**src/rtl/alu_arb_pkg.sv**
```systemverilog
// Shared constants and elaboration helpers for the ALU arbiter slice.
package alu_arb_pkg;

   localparam int DATA_W  = 16;
   localparam int COM_W   = 3;
   localparam int MAX_REQ = 8;

   function automatic int clog2(input int unsigned n);
      int r;
      r = 0;
      for (int unsigned v = 1; v < n; v = v << 1) r++;
      return r;
   endfunction

endpackage

```
**src/rtl/alu.sv**
```systemverilog
// Existing combinational 16-bit ALU; opcodes follow def.h
// (THA=0, THB=1, AND=2, OR=3, SL=4, SR=5, ADD=6, SUB=7).
module alu (
   input  logic [15:0] ina,
   input  logic [15:0] inb,
   input  logic [2:0]  com,
   output logic [15:0] out
);

   always_comb begin
      out = '0;
      case (com)
         3'd0: out = ina;
         3'd1: out = inb;
         3'd2: out = ina & inb;
         3'd3: out = ina | inb;
         3'd4: out = ina << inb;
         3'd5: out = ina >> inb;
         3'd6: out = ina + inb;
         3'd7: out = ina - inb;
         default: out = '0;
      endcase
   end

endmodule

```
**src/rtl/alu_rr_pick.sv**
```systemverilog
// Combinational round-robin picker; `define ALU_ARB_FIXED_PRIO_EN selects
// fixed lowest-index priority instead.
module alu_rr_pick
   import alu_arb_pkg::*;
#(
   parameter int unsigned N_REQ = 2,
   parameter int unsigned ID_W  = 3
) (
   input  logic [N_REQ-1:0] req,
   input  logic [ID_W-1:0]  ptr,
   input  logic             en,
   output logic [N_REQ-1:0] grant,
   output logic [ID_W-1:0]  idx
);

   logic        found;
   int unsigned j;

`ifdef ALU_ARB_FIXED_PRIO_EN
   logic unused_ptr;
   assign unused_ptr = ^ptr;
`endif

   always_comb begin
      grant = '0;
      idx   = '0;
      found = 1'b0;
      j     = 0;
`ifdef ALU_ARB_FIXED_PRIO_EN
      for (int unsigned k = 0; k < N_REQ; k++) begin
         j = k;
         if (!found && req[j]) begin
            found    = 1'b1;
            grant[j] = 1'b1;
            idx      = ID_W'(j);
         end
      end
`else
      // Search starts one past the last grant and wraps; k = N_REQ revisits ptr itself.
      for (int unsigned k = 1; k <= N_REQ; k++) begin
         j = (32'(ptr) + k) % N_REQ;
         if (!found && req[j]) begin
            found    = 1'b1;
            grant[j] = 1'b1;
            idx      = ID_W'(j);
         end
      end
`endif
      if (!en) grant = '0;
   end

endmodule

```
**src/rtl/alu_arbiter.sv**
```systemverilog
// Shares one ALU among N_REQ valid/ready requesters with a registered, id-tagged
// response. Optional macro: ALU_ARB_FIXED_PRIO_EN (fixed priority, no pointer).
module alu_arbiter
   import alu_arb_pkg::*;
#(
   parameter int unsigned N_REQ = 2,
   parameter int unsigned ID_W  = 3
) (
   input  logic                      clk,
   input  logic                      rst_n,
   input  logic [N_REQ-1:0]          req_valid,
   output logic [N_REQ-1:0]          req_ready,
   input  logic [DATA_W*N_REQ-1:0]   req_ina,
   input  logic [DATA_W*N_REQ-1:0]   req_inb,
   input  logic [COM_W*N_REQ-1:0]    req_com,
   output logic                      rsp_valid,
   input  logic                      rsp_ready,
   output logic [ID_W-1:0]           rsp_id,
   output logic [DATA_W-1:0]         rsp_data
);

   if (N_REQ < 2 || N_REQ > MAX_REQ || ID_W < clog2(N_REQ)) begin : g_param_err
      $error("alu_arbiter: illegal N_REQ/ID_W combination");
   end

   logic              can_accept;
   logic              xfer;
   logic [N_REQ-1:0]  grant;
   logic [ID_W-1:0]   idx;
   logic [ID_W-1:0]   ptr;
   logic [DATA_W-1:0] sel_ina;
   logic [DATA_W-1:0] sel_inb;
   logic [COM_W-1:0]  sel_com;
   logic [DATA_W-1:0] alu_y;

   assign can_accept = ~rsp_valid | rsp_ready;

   // rst_n in the enable keeps req_ready low throughout reset.
   alu_rr_pick #(.N_REQ(N_REQ), .ID_W(ID_W)) u_pick (
      .req   (req_valid),
      .ptr   (ptr),
      .en    (can_accept & rst_n),
      .grant (grant),
      .idx   (idx)
   );

   assign req_ready = grant;
   assign xfer      = |grant;

   assign sel_ina = req_ina[idx*DATA_W +: DATA_W];
   assign sel_inb = req_inb[idx*DATA_W +: DATA_W];
   assign sel_com = req_com[idx*COM_W +: COM_W];

   alu u_alu (
      .ina (sel_ina),
      .inb (sel_inb),
      .com (sel_com),
      .out (alu_y)
   );

`ifdef ALU_ARB_FIXED_PRIO_EN
   assign ptr = '0;
`else
   always_ff @(posedge clk or negedge rst_n) begin
      if (!rst_n)    ptr <= ID_W'(N_REQ - 1);
      else if (xfer) ptr <= idx;
   end
`endif

   always_ff @(posedge clk or negedge rst_n) begin
      if (!rst_n) begin
         rsp_valid <= 1'b0;
         rsp_id    <= '0;
         rsp_data  <= '0;
      end else if (xfer) begin
         rsp_valid <= 1'b1;
         rsp_id    <= idx;
         rsp_data  <= alu_y;
      end else if (rsp_ready) begin
         rsp_valid <= 1'b0;
      end
   end

endmodule

```
**config.mk**
```make
export PLATFORM = sky130hd
export DESIGN_NAME = alu_arbiter
export DESIGN_NICKNAME = d
export VERILOG_FILES = /design/src/rtl/alu_arb_pkg.sv /design/src/rtl/alu.sv /design/src/rtl/alu_rr_pick.sv /design/src/rtl/alu_arbiter.sv
export SDC_FILE = /design/constraint.sdc
export NUM_CORES = 1
export LEC_CHECK = 0
export BUFFER_PORTS_ARGS = -buffer_cell sky130_fd_sc_hd__buf_2
export CAP_MARGIN = 20
export CORE_MARGIN = 3
export CORE_UTILIZATION = 50
export CTS_CLUSTER_DIAMETER = 120
export DETAILED_ROUTE_END_ITERATION = 8
export GPL_TIMING_DRIVEN = 0
export PLACE_DENSITY_LB_ADDON = 0.15
export SLEW_MARGIN = 20
export SYNTH_ARGS = -nofsm -noshare
export SYNTH_HDL_FRONTEND = slang
export SYNTH_SLANG_ARGS = --single-unit
```
**constraint.sdc**
```tcl
create_clock -name clk -period 9.5 [get_ports clk]
set_input_delay 0.95 -clock clk [delete_from_list [all_inputs] [get_ports clk]]
set_output_delay 0.95 -clock clk [all_outputs]
set_load 0.05 [all_outputs]
```
# == Word-level counts from Yosys, hierarchy flattened ==
# Index checks and enable logic that the tools add are counted.
# totals
regBits,21
in_bits,75
out_inout_bits,22
elab_cells,55
# op_classes
addsub,4
n_mul,1
n_lt_le_gt_ge,4
eq_ne,7
n_shift,5
mux,17
bitwise_logic,6
n_reduce_logical,7
# op_table
operator,count
16-bit one-hot mux with 8 select lines,1
32-bit by 8-bit variable part select with 16-bit output,2
16-bit adder,1
16-bit bitwise AND,1
16-bit bitwise OR,1
16-bit by 16-bit << shifter with 16-bit output,1
16-bit by 16-bit >> shifter with 16-bit output,1
16-bit subtractor,1
3-bit equality test (second input constant),4
1-bit 2-to-1 mux,11
3-bit by 2-bit equality test with 1-bit output (second input constant),2
2-bit 2-to-1 mux,3
6-bit by 6-bit variable part select with 3-bit output,1
3-bit by 2-bit multiplier with 5-bit output (second input constant),1
1-bit by 2-bit less-than comparator with 1-bit output (second input constant),2
3-bit by 1-bit equality test with 1-bit output (second input constant),1
1-bit logical AND,3
3-bit logical NOT,1
1-bit adder (second input constant),2
1-bit demux with 1-bit select,2
1-bit greater-or-equal comparator (second input constant),2
2-bit bitwise OR,1
2-bit nonzero test,1
2-bit OR reduction,1
other kinds (4),4

# == Depth between registers and ports, before layout ==
# Gate-level depths: netlist of the first run.
# depth
depth_word,11
mapped_depth,19
ltp_nobuf,15

# == Hierarchy ==
# Synthesis of the first run repeated with hierarchy kept, for this count alone.
# hier_totals
hier_cells,579
hier_area_um2,4644.5
# by_module_without_submodules
mod,n_inst,cells_per_inst,area_each_um2,seq_area_each_um2
alu,1,443,3200.6,0.0
alu_arbiter,1,128,1395.1,526.8
alu_rr_pick,1,8,48.8,0.0

# == Least setup slack after synthesis of the first run ==
# No wires, ideal clock.
# synth_timing
path_type,in2reg
start,input port req_valid[0]
end,register rsp_data[13]
setup_time_ns,0.078
t_arrival_ns,4.553
t_required_ns,9.422
slack_ns,4.869
cell_stages,19
n_path_buf,4
cell_sequence,buf_2 a21boi_2 buf_2 buf_4 buf_4 nand2_1 o21ai_1 nand2_1 nand2_1 xnor2_1 ha_1 a21o_1 or3_1 o31ai_1 o31ai_1 a211oi_1 xnor2_1 nand2_1 a21oi_1
# synth_via
elab_chain_cells,10
word_cells_on_any_way,33
classes_between,add/sub: 2; mul: 1; eq/ne: 7; shift: 5; mux: 11; bitwise: 3; reduce/logical: 4
# synth_rtl
item,line,rtl
"start, declared",alu_arbiter.sv:11,"input logic [N_REQ-1:0] req_valid,"
1-bit 2-to-1 mux (not written as such) (2 in a row),alu_rr_pick.sv:42,if (!found && req[j]) begin
1-bit 2-to-1 mux,alu_rr_pick.sv:42,
1-bit logical NOT,alu_rr_pick.sv:42,
1-bit logical AND,alu_rr_pick.sv:42,
1-bit 2-to-1 mux,alu_rr_pick.sv:42,
3-bit by 2-bit multiplier with 5-bit output,alu_arbiter.sv:52,assign sel_com = req_com[idx*COM_W +: COM_W];
6-bit by 6-bit variable part select with 3-bit output,alu_arbiter.sv:52,
"3-bit equality test, or another cell as far along",alu.sv:12,case (com)
16-bit one-hot mux with 8 select lines,alu.sv:12,
"end signal, assigned",alu_arbiter.sv:78,rsp_data <= alu_y;
"end, declared",alu_arbiter.sv:19,output logic [DATA_W-1:0] rsp_data
# Parallel ways exist; a longest one is shown, timed or not. The select of a mux whose other input is x is not followed.
# A chain may end at the register's enable or synchronous reset.

# == Worst setup path in the final report of the first run ==
# layout_timing
start,input port req_valid[0]
end,register rsp_data[9]
# Same word-level chain as after synthesis.

==> results of run 1 <==
==> state kept, by name, indices dropped and copies added (netlist names) <==
signal,flops
ptr,1
rsp_id,1
rsp_data,16
rsp_valid,1
==> layer usage <==
layer	routed length, µm	track usage, %	up-vias
met5	0	0	-
met4	1150	15.2	0
met3	2800	10.1	95
met2	9520	59.7	492
met1	9160	53.2	2985
li1	-	-	2848
==> worst reg2reg max path, stage by stage, from the launching register on <==
cell	delay, ns
dfstp_2	0.39
a21boi_2	0.47
buf_2	0.39
buf_4	0.29
buf_4	0.26
nand2_1	0.08
o21ai_1	0.49
nand2_1	0.47
nand2_1	0.19
xnor2_1	0.14
ha_1	0.33
a21o_1	0.20
or3_1	0.31
o31ai_1	0.76
nor2_1	0.12
a41oi_1	0.30
xnor2_1	0.14
a221oi_1	0.32
nor2_1	0.09
==> final cells by class <==
cell class                      count  share of cell area [%]
Timing Repair Buffer               91                    8.17
Multi-Input combinational cell    633                    74.8
Sequential cell                    19                    8.55
Buffer                             47                    3.84
Tap cell                          129                    2.89
Inverter                           14                   0.942
Clock buffer                        4                   0.808
==> where the power goes <==
| part | leakage [µW] | internal [µW] | switching, µW |
|---|---|---|---|
| Sequential | 0.000219 | 105 | 14.3 |
| Clock | 0.0000228 | 29.9 | 26.9 |
| Combinational | 0.00222 | 210 | 440 |
| Total | 0.00246 | 345 | 482 |
==> through the flow <==
step                utilization (%)  cells  setup WS, ns  power [µW]
CTS                            59.2    937          3.55         803
global placement               58.8    933          3.35         733
floorplan                         -    713          4.87         556
detailed placement             58.8    933          3.29         744
global route                   59.2    937          3.01         869
finish                         59.2    937          3.19         827
==> cells in the mapped netlist (18+ instances only) <==
cell type | instances | share of area [%]
mux2i_1 | 93 | 19
nor2_1 | 45 | 3.4
nor3_1 | 19 | 1.9
dfrtp_1 | 18 | 9.2
a21oi_1 | 68 | 6.9
nand2_1 | 104 | 7.9
clkbuf_1 | 20 | 1.5
o21ai_0 | 46 | 4.7
a211oi_1 | 22 | 3.4
nand3_1 | 29 | 3.0
o22ai_1 | 20 | 2.5
xnor2_1 | 18 | 3.2
==> cells by family after synthesis <==
| family | synth area share (%) |
|---|---|
| multiplexers | 22.2 |
| flip-flops | 9.70 |
| AND/OR/NAND/NOR | 22.9 |
| other | 0.0763 |
| AO/OA/AOI/OAI | 30.5 |
| buffers and inverters | 5.43 |
| XOR/XNOR | 5.17 |
| adder cells (fa/ha/maj) | 3.97 |
==> final timing paths <==
check / start / endpoint / slack (ns) / depth (start not counted)
setup / recovery: req_valid[0] / rsp_data[9]$_DFFE_PN0P_ / 3.19 / 19
hold / removal: rsp_data[4]$_DFFE_PN0P_ / rsp_data[4]$_DFFE_PN0P_ / 0.48 / 2
setup reg to reg: ptr[0]$_DFFE_PN1P_ / rsp_data[9]$_DFFE_PN0P_ / 3.64 / 18
hold reg to reg: rsp_data[4]$_DFFE_PN0P_ / rsp_data[4]$_DFFE_PN0P_ / 0.48 / 2
max in group asynchronous: rst_n / ptr[0]$_DFFE_PN1P_ / 8.55 / 1
min in group asynchronous: rst_n / rsp_valid$_DFFE_PN0P_ / 0.62 / 1
==> flow_summary.yaml, run 1 <==
run_status:
  status: "completed"
clock_tree:
  clk_latency_ns: 0.26
  cts_hold_buf: 0
  cts_setup_buffers: 0
  h-tree-depth: 1
  clk_pin_slew_ns: 0.07
  cts.sinks: 19
  cts_buffers: 3
  cts_resized: 0
  clock-root-buffer: "clkbuf_8"
  clock_tree.buffer_depth: 2
  cts_tree: "done"
logic_synthesis:
  avgSynthCellArea_um2: 6.90
  async_reset_ff_share_pct: 100
  synth_cells: 712
  seq_area_frac_synth_pct: 9.70
  synth-seq-cells: 19
  yosys.cell_types.count: 67
  synth_edf_count: 0
  yosysWarnings: 0
  synth-main-ff-cell: "dfrtp_1"
  netlist_area_um2: 4910
sta:
  finClkSkew_ns: 0.00287
  fin_crit_sh_pct: 66.4
  setup_viol: 0
  relSlewSlack_pct: 34.3
  drv_slew: 0
  whs_ns: 0.484
  fin_crit_ns: 6.31
  timing.setup.tns_ns: 0
  clock.fmax_mhz: 158
  hold_viol: 0
  grt_setup_unrepaired: "false"
  worst_slew_pin_slew_ns: 0.959
worst_setup_path:
  worst-path-max-fanout: 10
  cpPeakStageDelay_ns: 0.76
  cpMostUsedCell: "nand2_1"
  worstPathCellList: "buf_2 > a21boi_2 > buf_2 > buf_4 > buf_4 > nand2_1 > o21ai_1 > nand2_1 > nand2_1 > xnor2_1 > ha_1 > a21o_1 > or3_1 > o31ai_1 > nor2_1 > a41oi_1 > xnor2_1 > a221oi_1 > nor2_1"
  worstPathRequired_ns: 9.64
  arrival_ns: 6.45
  critical_path.top_delay_family: "compound AO/OA/AOI/OAI gates"
  critical_path_class: "in2reg"
  path_buf_inv: 4
  worstSetupStartpointType: "input port"
  slowest_stage: "o31ai_1"
  critPathCaptureType: "flop"
cells_and_area:
  final_common_cell: "nand2_1"
  most-common-layout-cells: "104 x nand2_1, 103 x buf_2, 93 x mux2i_1, 68 x a21oi_1, 46 x o21ai_0"
  final_area_um2: 5580
  antenna_cells: 0
  fin_nets: 899
  filler_cell_count: 965
  areaGrowthSynthToFinish_pct: 13.6
  multi_input_area_um2: 4170
  drive_above_1_share_pct: 16.7
  ff_latch_area_um2: 477
grt:
  grt_usage_pct: 39.4
  antenna_found_initial: 0
  overflow: 0
  grt_pass1_vias: 6018
  grt_pass1_wl_mm: 34.1
  grt_max_degree: 22
drt:
  first_pass_iters: 5
  drc: 0
  vias_per_cell: 6.85
  via_count: 6420
  routed_wl_mm: 22.6
  drtAntennaViolNets: 0
  drt_iter0_drc: 845
  post_drt_wl_per_cell_um: 24.2
die:
  core_um2: 9420
  dieArea_um2: 11100
  start_util_pct: 52.2
  fp-row-count: 35
  die_x_um: 105
  pin_count: 97
  die_h_um: 105
placement:
  place_hpwl_mm: 18.0
  port_buffers: 91
  gp_congestion: 1.10
  placed_area_um2: 5530
power:
  power.density_nw_per_um2: 148
  leakage_uw: 0.00246
  ir_drop_uv: 101
hold_path:
  hold_class: "reg2reg"
job:
  cap_violations: 0
No activity file was read; power rests on OpenSTA's default activity.
==> run 2: changes to the inputs <==
clock period = 5.45 ns   (was 9.5 ns; I/O delays follow)
==> run 2 against run 1 <==
Against the previous run:
- wire length grew 0.29%
- sequential share of layout area is essentially flat
- register-to-register slack got worse by 3.3 ns
- design area is 0.36% higher
- sequential power grew 75%
- die area unchanged
- critical path depth unchanged
- clock skew is 0.0019 ns higher
- via count fell by 0.79%
- worst setup slack lost 2.9 ns
==> flow_summary.yaml, run 2 (synthesized netlist as in run 1, its figures left out) <==
grt:
  antenna_found_initial: 0
  overflow: 0
  grt_usage_pct: 39.4
  grt_max_degree: 22
  grt_pass1_wl_mm: 34.2
  grt_pass1_vias: 6017
drt:
  drt_iter0_drc: 846
  drc: 0
  post_drt_wl_per_cell_um: 24.2
  vias_per_cell: 6.80
  drtAntennaViolNets: 0
  routed_wl_mm: 22.7
  via_count: 6369
  first_pass_iters: 7
placement:
  gp_congestion: 1.10
  port_buffers: 91
  place_hpwl_mm: 18.0
worst_setup_path:
  critPathCaptureType: "flop"
  startpoint: "req_valid[1]"
  critical_path.top_delay_family: "compound AO/OA/AOI/OAI gates"
  slowest_stage: "o31ai_2"
  worstSetupStartpointType: "input port"
  critical_path_class: "in2reg"
  worstPathRequired_ns: 5.58
  cpPeakStageDelay_ns: 0.50
  regToRegStartpoint: "ptr[0]$_DFFE_PN1P_"
  cpMostUsedCell: "nand2_1"
  worstPathCellList: "buf_2 > a21boi_4 > buf_2 > buf_4 > buf_4 > nand2_1 > o21ai_2 > nand2_1 > nand2_1 > xnor2_1 > ha_1 > a21o_1 > or3_1 > o31ai_2 > nor2_1 > a41oi_1 > xnor2_1 > a221oi_1 > nor2_1"
  arrival_ns: 5.32
  worst-path-max-fanout: 10
  path_buf_inv: 4
clock_tree:
  clk_pin_slew_ns: 0.07
  clock_tree.buffer_depth: 2
  clk_latency_ns: 0.26
  cts.sinks: 19
  cts_hold_buf: 0
  cts_setup_buffers: 0
  cts_resized: 1
  cts_tree: "done"
  clock-root-buffer: "clkbuf_8"
  h-tree-depth: 1
  cts_buffers: 3
sta:
  hold_viol: 0
  grt_setup_unrepaired: "false"
  drv_slew: 0
  timing.setup.tns_ns: 0
  setup_viol: 0
  worst_slew_pin_slew_ns: 0.976
  relSlewSlack_pct: 34.4
  clock.fmax_mhz: 193
  fin_crit_ns: 5.18
  fin_crit_sh_pct: 95.1
  finClkSkew_ns: 0.00480
cells_and_area:
  filler_cell_count: 962
  finish.utilization_pct: 59.5
  fin_nets: 899
  largest_register_ffs: 16
  final_common_cell: "nand2_1"
  drive_above_1_share_pct: 17.1
  regMostFlops: "rsp_data"
  antenna_cells: 0
  areaGrowthSynthToFinish_pct: 14.0
  most-common-layout-cells: "104 x nand2_1, 103 x buf_2, 92 x mux2i_1, 68 x a21oi_1, 46 x o21ai_0"
die:
  die_h_um: 105
  start_util_pct: 52.2
  dieArea_um2: 11100
  pin_count: 97
  fp-row-count: 35
  core_um2: 9420
  die_x_um: 105
hold_path:
  hold_class: "in2async"
power:
  ir_drop_uv: 176
  power_uw: 1450
  power_switching_share_pct: 58.3
  p_clk_share_pct: 6.9
  seq_power_share_pct: 14.4
  leakage_uw: 0.00247
  comb_power_share_pct: 78.7
  power.density_nw_per_um2: 259
  p_switching_uw: 843
  intPower_uw: 604
job:
  cap_violations: 0
run_status:
  status: "completed"
run 2: cell counts in the layout (fill, tap and decap cells not counted):
Identical to the previous run, type by type.
run 2: layout make-up:
class                      count  area (µm²)  area share (%)
inverter                      14        52.6           0.939
clock buffer                   4        45.0           0.805
timing repair buffer          91         455            8.14
tap                          129         161            2.88
buffer                        47         214            3.82
multi-input combinational    633        4190            74.9
sequential                    19         477            8.52
run 2: per-layer routing:
layer  up-vias  global-route usage, %  routed length [µm]
met5         -                      0                   0
met4         0                   15.2                 938
met3        79                   10.1                2770
met2       508                   59.7                9750
met1      2937                   53.3                9240
li1       2845                      -                   -
run 2: power groups by stage:
| stage | Clock, µW | Sequential, µW | Combinational [µW] |
|---|---|---|---|
| 2_1_floorplan | 0 | 344 | 626 |
| 6_report | 99.6 | 208 | 1140 |
| 5_1_grt | 108 | 215 | 1200 |
| 3_5_place_dp | 0 | 209 | 1090 |
| 4_1_cts | 99.9 | 207 | 1090 |
| 3_3_place_gp | 0 | 209 | 1070 |
run 2: worst register-to-register path, cell delays in order (launching register included):
cell	delay, ns
dfstp_2	0.40
a21boi_4	0.36
buf_2	0.37
buf_4	0.29
buf_4	0.26
nand2_1	0.09
o21ai_2	0.21
nand2_1	0.36
nand2_1	0.16
xnor2_1	0.14
ha_1	0.33
a21o_1	0.20
or3_1	0.33
o31ai_2	0.50
nor2_1	0.11
a41oi_1	0.28
xnor2_1	0.15
a221oi_1	0.37
nor2_1	0.10
run 2: path summary, 6_finish.rpt:
kind / to / depth (start not counted) / slack, ns
worst max-delay path: rsp_data[9]$_DFFE_PN0P_ / 19 / 0.27
worst min-delay path: rsp_valid$_DFFE_PN0P_ / 1 / 0.21
worst max register to register: rsp_data[9]$_DFFE_PN0P_ / 18 / 0.30
worst min register to register: rsp_data[4]$_DFFE_PN0P_ / 2 / 0.49
max in group asynchronous: ptr[0]$_DFFE_PN1P_ / 1 / 4.91
min in group clk: rsp_data[4]$_DFFE_PN0P_ / 2 / 0.49
run 2: through the flow:
| stage | setup WS [ns] | cell area, µm² | hold slack, ns | instances |
|---|---|---|---|---|
| floorplan | 1.22 | 4920 | 0.249 | 713 |
| detailed placement | -0.355 | 5530 | 0.472 | 933 |
| finish | 0.268 | 5600 | 0.213 | 937 |
| global placement | -0.293 | 5530 | 0.467 | 933 |
| global route | 0.122 | 5600 | 0.244 | 937 |
| CTS | 0.131 | 5580 | 0.229 | 937 |
==> run 3: changes to the inputs <==
CORE_UTILIZATION = 45   (was 50)
==> run 3 against run 2 <==
Against the previous run:
- power is 0.47% higher
- non-clock buffer count stayed put
- count of clock-buffer cells in the layout stayed put
- critical path type unchanged
- largest cell class unchanged
==> flow_summary.yaml, run 3 (synthesized netlist as in run 1, its figures left out) <==
run_status:
  status: "completed"
die:
  start_util_pct: 47.0
  core_um2: 10500
  dieArea_um2: 12200
  die_h_um: 110
  die_x_um: 110
  fp-row-count: 37
  pin_count: 97
power:
  power_uw: 1450
  power.density_nw_per_um2: 259
  seq_power_share_pct: 14.5
  comb_power_share_pct: 78.7
  intPower_uw: 604
  p_clk_share_pct: 6.8
  power_switching_share_pct: 58.5
  ir_drop_uv: 171
  leakage_uw: 0.00247
  p_switching_uw: 850
cells_and_area:
  fin_nets: 899
  areaGrowthSynthToFinish_pct: 14.3
  ff_latch_area_um2: 477
  filler_cell_count: 1076
  antenna_cells: 0
  most-common-layout-cells: "103 x buf_2, 103 x nand2_1, 92 x mux2i_1, 68 x a21oi_1, 46 x o21ai_0"
  largest_register_ffs: 16
  regMostFlops: "rsp_data"
  multi_input_area_um2: 4200
  finish.utilization_pct: 53.7
  drive_above_1_share_pct: 17.3
grt:
  grt_max_degree: 22
  grt_pass1_wl_mm: 35.1
  grt_pass1_vias: 5964
  grt_usage_pct: 36.2
  overflow: 0
  antenna_found_initial: 0
clock_tree:
  h-tree-depth: 1
  clock_tree.buffer_depth: 2
  clk_latency_ns: 0.26
  cts_buffers: 3
  cts_setup_buffers: 0
  cts_tree: "done"
  clock-root-buffer: "clkbuf_8"
  clk_pin_slew_ns: 0.07
  cts.sinks: 19
sta:
  fin_crit_ns: 5.13
  finClkSkew_ns: 0.00454
  worst_slew_pin_slew_ns: 1.00
  relSlewSlack_pct: 31.1
  setup_viol: 0
  clock.fmax_mhz: 195
  grt_setup_unrepaired: "false"
  hold_viol: 0
  whs_ns: 0.224
  drv_slew: 0
  fin_crit_sh_pct: 94.1
worst_setup_path:
  regToRegStartpoint: "ptr[0]$_DFFE_PN1P_"
  worst-path-max-fanout: 10
  startpoint: "req_valid[1]"
  worstPathRequired_ns: 5.58
  critPathCaptureType: "flop"
  worstSetupStartpointType: "input port"
  critical_path_class: "in2reg"
  arrival_ns: 5.26
placement:
  port_buffers: 91
  place_hpwl_mm: 18.6
  gp_congestion: 1.05
job:
  cap_violations: 0
drt:
  post_drt_wl_per_cell_um: 24.9
  routed_wl_mm: 23.5
  vias_per_cell: 6.75
  drt_iter0_drc: 1003
  drc: 0
  first_pass_iters: 6
  drtAntennaViolNets: 0
  via_count: 6371
hold_path:
  hold_class: "in2async"
## run 3: cell counts in the layout (fill, tap and decap cells not counted)
Identical to the previous run, type by type.
## run 3: metal layers
layer  routed length, µm  share of wire (%)  GRT usage [%]  vias to the layer above
li1                    -                  -              -                     2851
met1                9620                 41           50.1                     2951
met2                9980                 43           55.9                      498
met3                2930                 12           8.33                       71
met4                 938                4.0           11.2                        0
met5                   0                  0              0                        -
## run 3: final timing paths
| check | to | slack, ns | cells past startpoint |
|---|---|---|---|
| worst max-delay path | rsp_data[9]$_DFFE_PN0P_ | 0.32 | 19 |
| worst min-delay path | rsp_data[0]$_DFFE_PN0P_ | 0.22 | 1 |
| worst max register to register | rsp_data[9]$_DFFE_PN0P_ | 0.35 | 16 |
| worst min register to register | rsp_data[4]$_DFFE_PN0P_ | 0.50 | 2 |
| max in group asynchronous | ptr[0]$_DFFE_PN1P_ | 4.89 | 1 |
| min in group clk | rsp_data[4]$_DFFE_PN0P_ | 0.50 | 2 |
## run 3: final cells by class
cell class / instances / share of cell area (%)
sequential: 19 / 8.49
clock buffer: 4 / 0.802
inverter: 14 / 0.936
multi-input combinational: 633 / 74.8
timing repair buffer: 91 / 8.11
tap: 136 / 3.03
buffer: 47 / 3.81
## run 3: critical path: stages
cell      delay [ns]
buf_2           0.14
a21boi_4        0.43
buf_2           0.37
buf_4           0.29
buf_4           0.26
nand2_1         0.09
o21ai_2         0.23
nand2_2         0.29
nand2_1         0.15
xnor2_1         0.13
ha_1            0.32
a21o_1          0.20
or3_1           0.32
o31ai_2         0.51
nor2_1          0.13
a41oi_1         0.30
xnor2_1         0.13
a221oi_1        0.32
nor2_1          0.10
## run 3: power groups by stage
| stage | Combinational, µW | Clock, µW | Sequential, µW |
|---|---|---|---|
| global placement | 1080 | 0 | 210 |
| detailed placement | 1100 | 0 | 211 |
| finish | 1140 | 99.4 | 211 |
| global route | 1200 | 107 | 216 |
| CTS | 1110 | 100 | 210 |
| floorplan | 626 | 0 | 344 |
## run 3: stage by stage
step | cell area (µm²) | TNS [ns] | setup slack [ns] | std cells
2_1_floorplan | 4920 | 0 | 1.22 | 713
3_3_place_gp | 5540 | -1.98 | -0.440 | 940
3_5_place_dp | 5540 | -2.83 | -0.534 | 940
4_1_cts | 5600 | 0 | 0.139 | 944
5_1_grt | 5610 | 0 | 0.0619 | 944
6_report | 5610 | 0 | 0.322 | 944
## run 3: repair_timing
action                     in CTS  in global routing
pin swaps                       0                  0
hold buffers                    0                  0
setup endpoints to repair       5                  6
gates resized for setup         2                  3
gates cloned                    0                  0
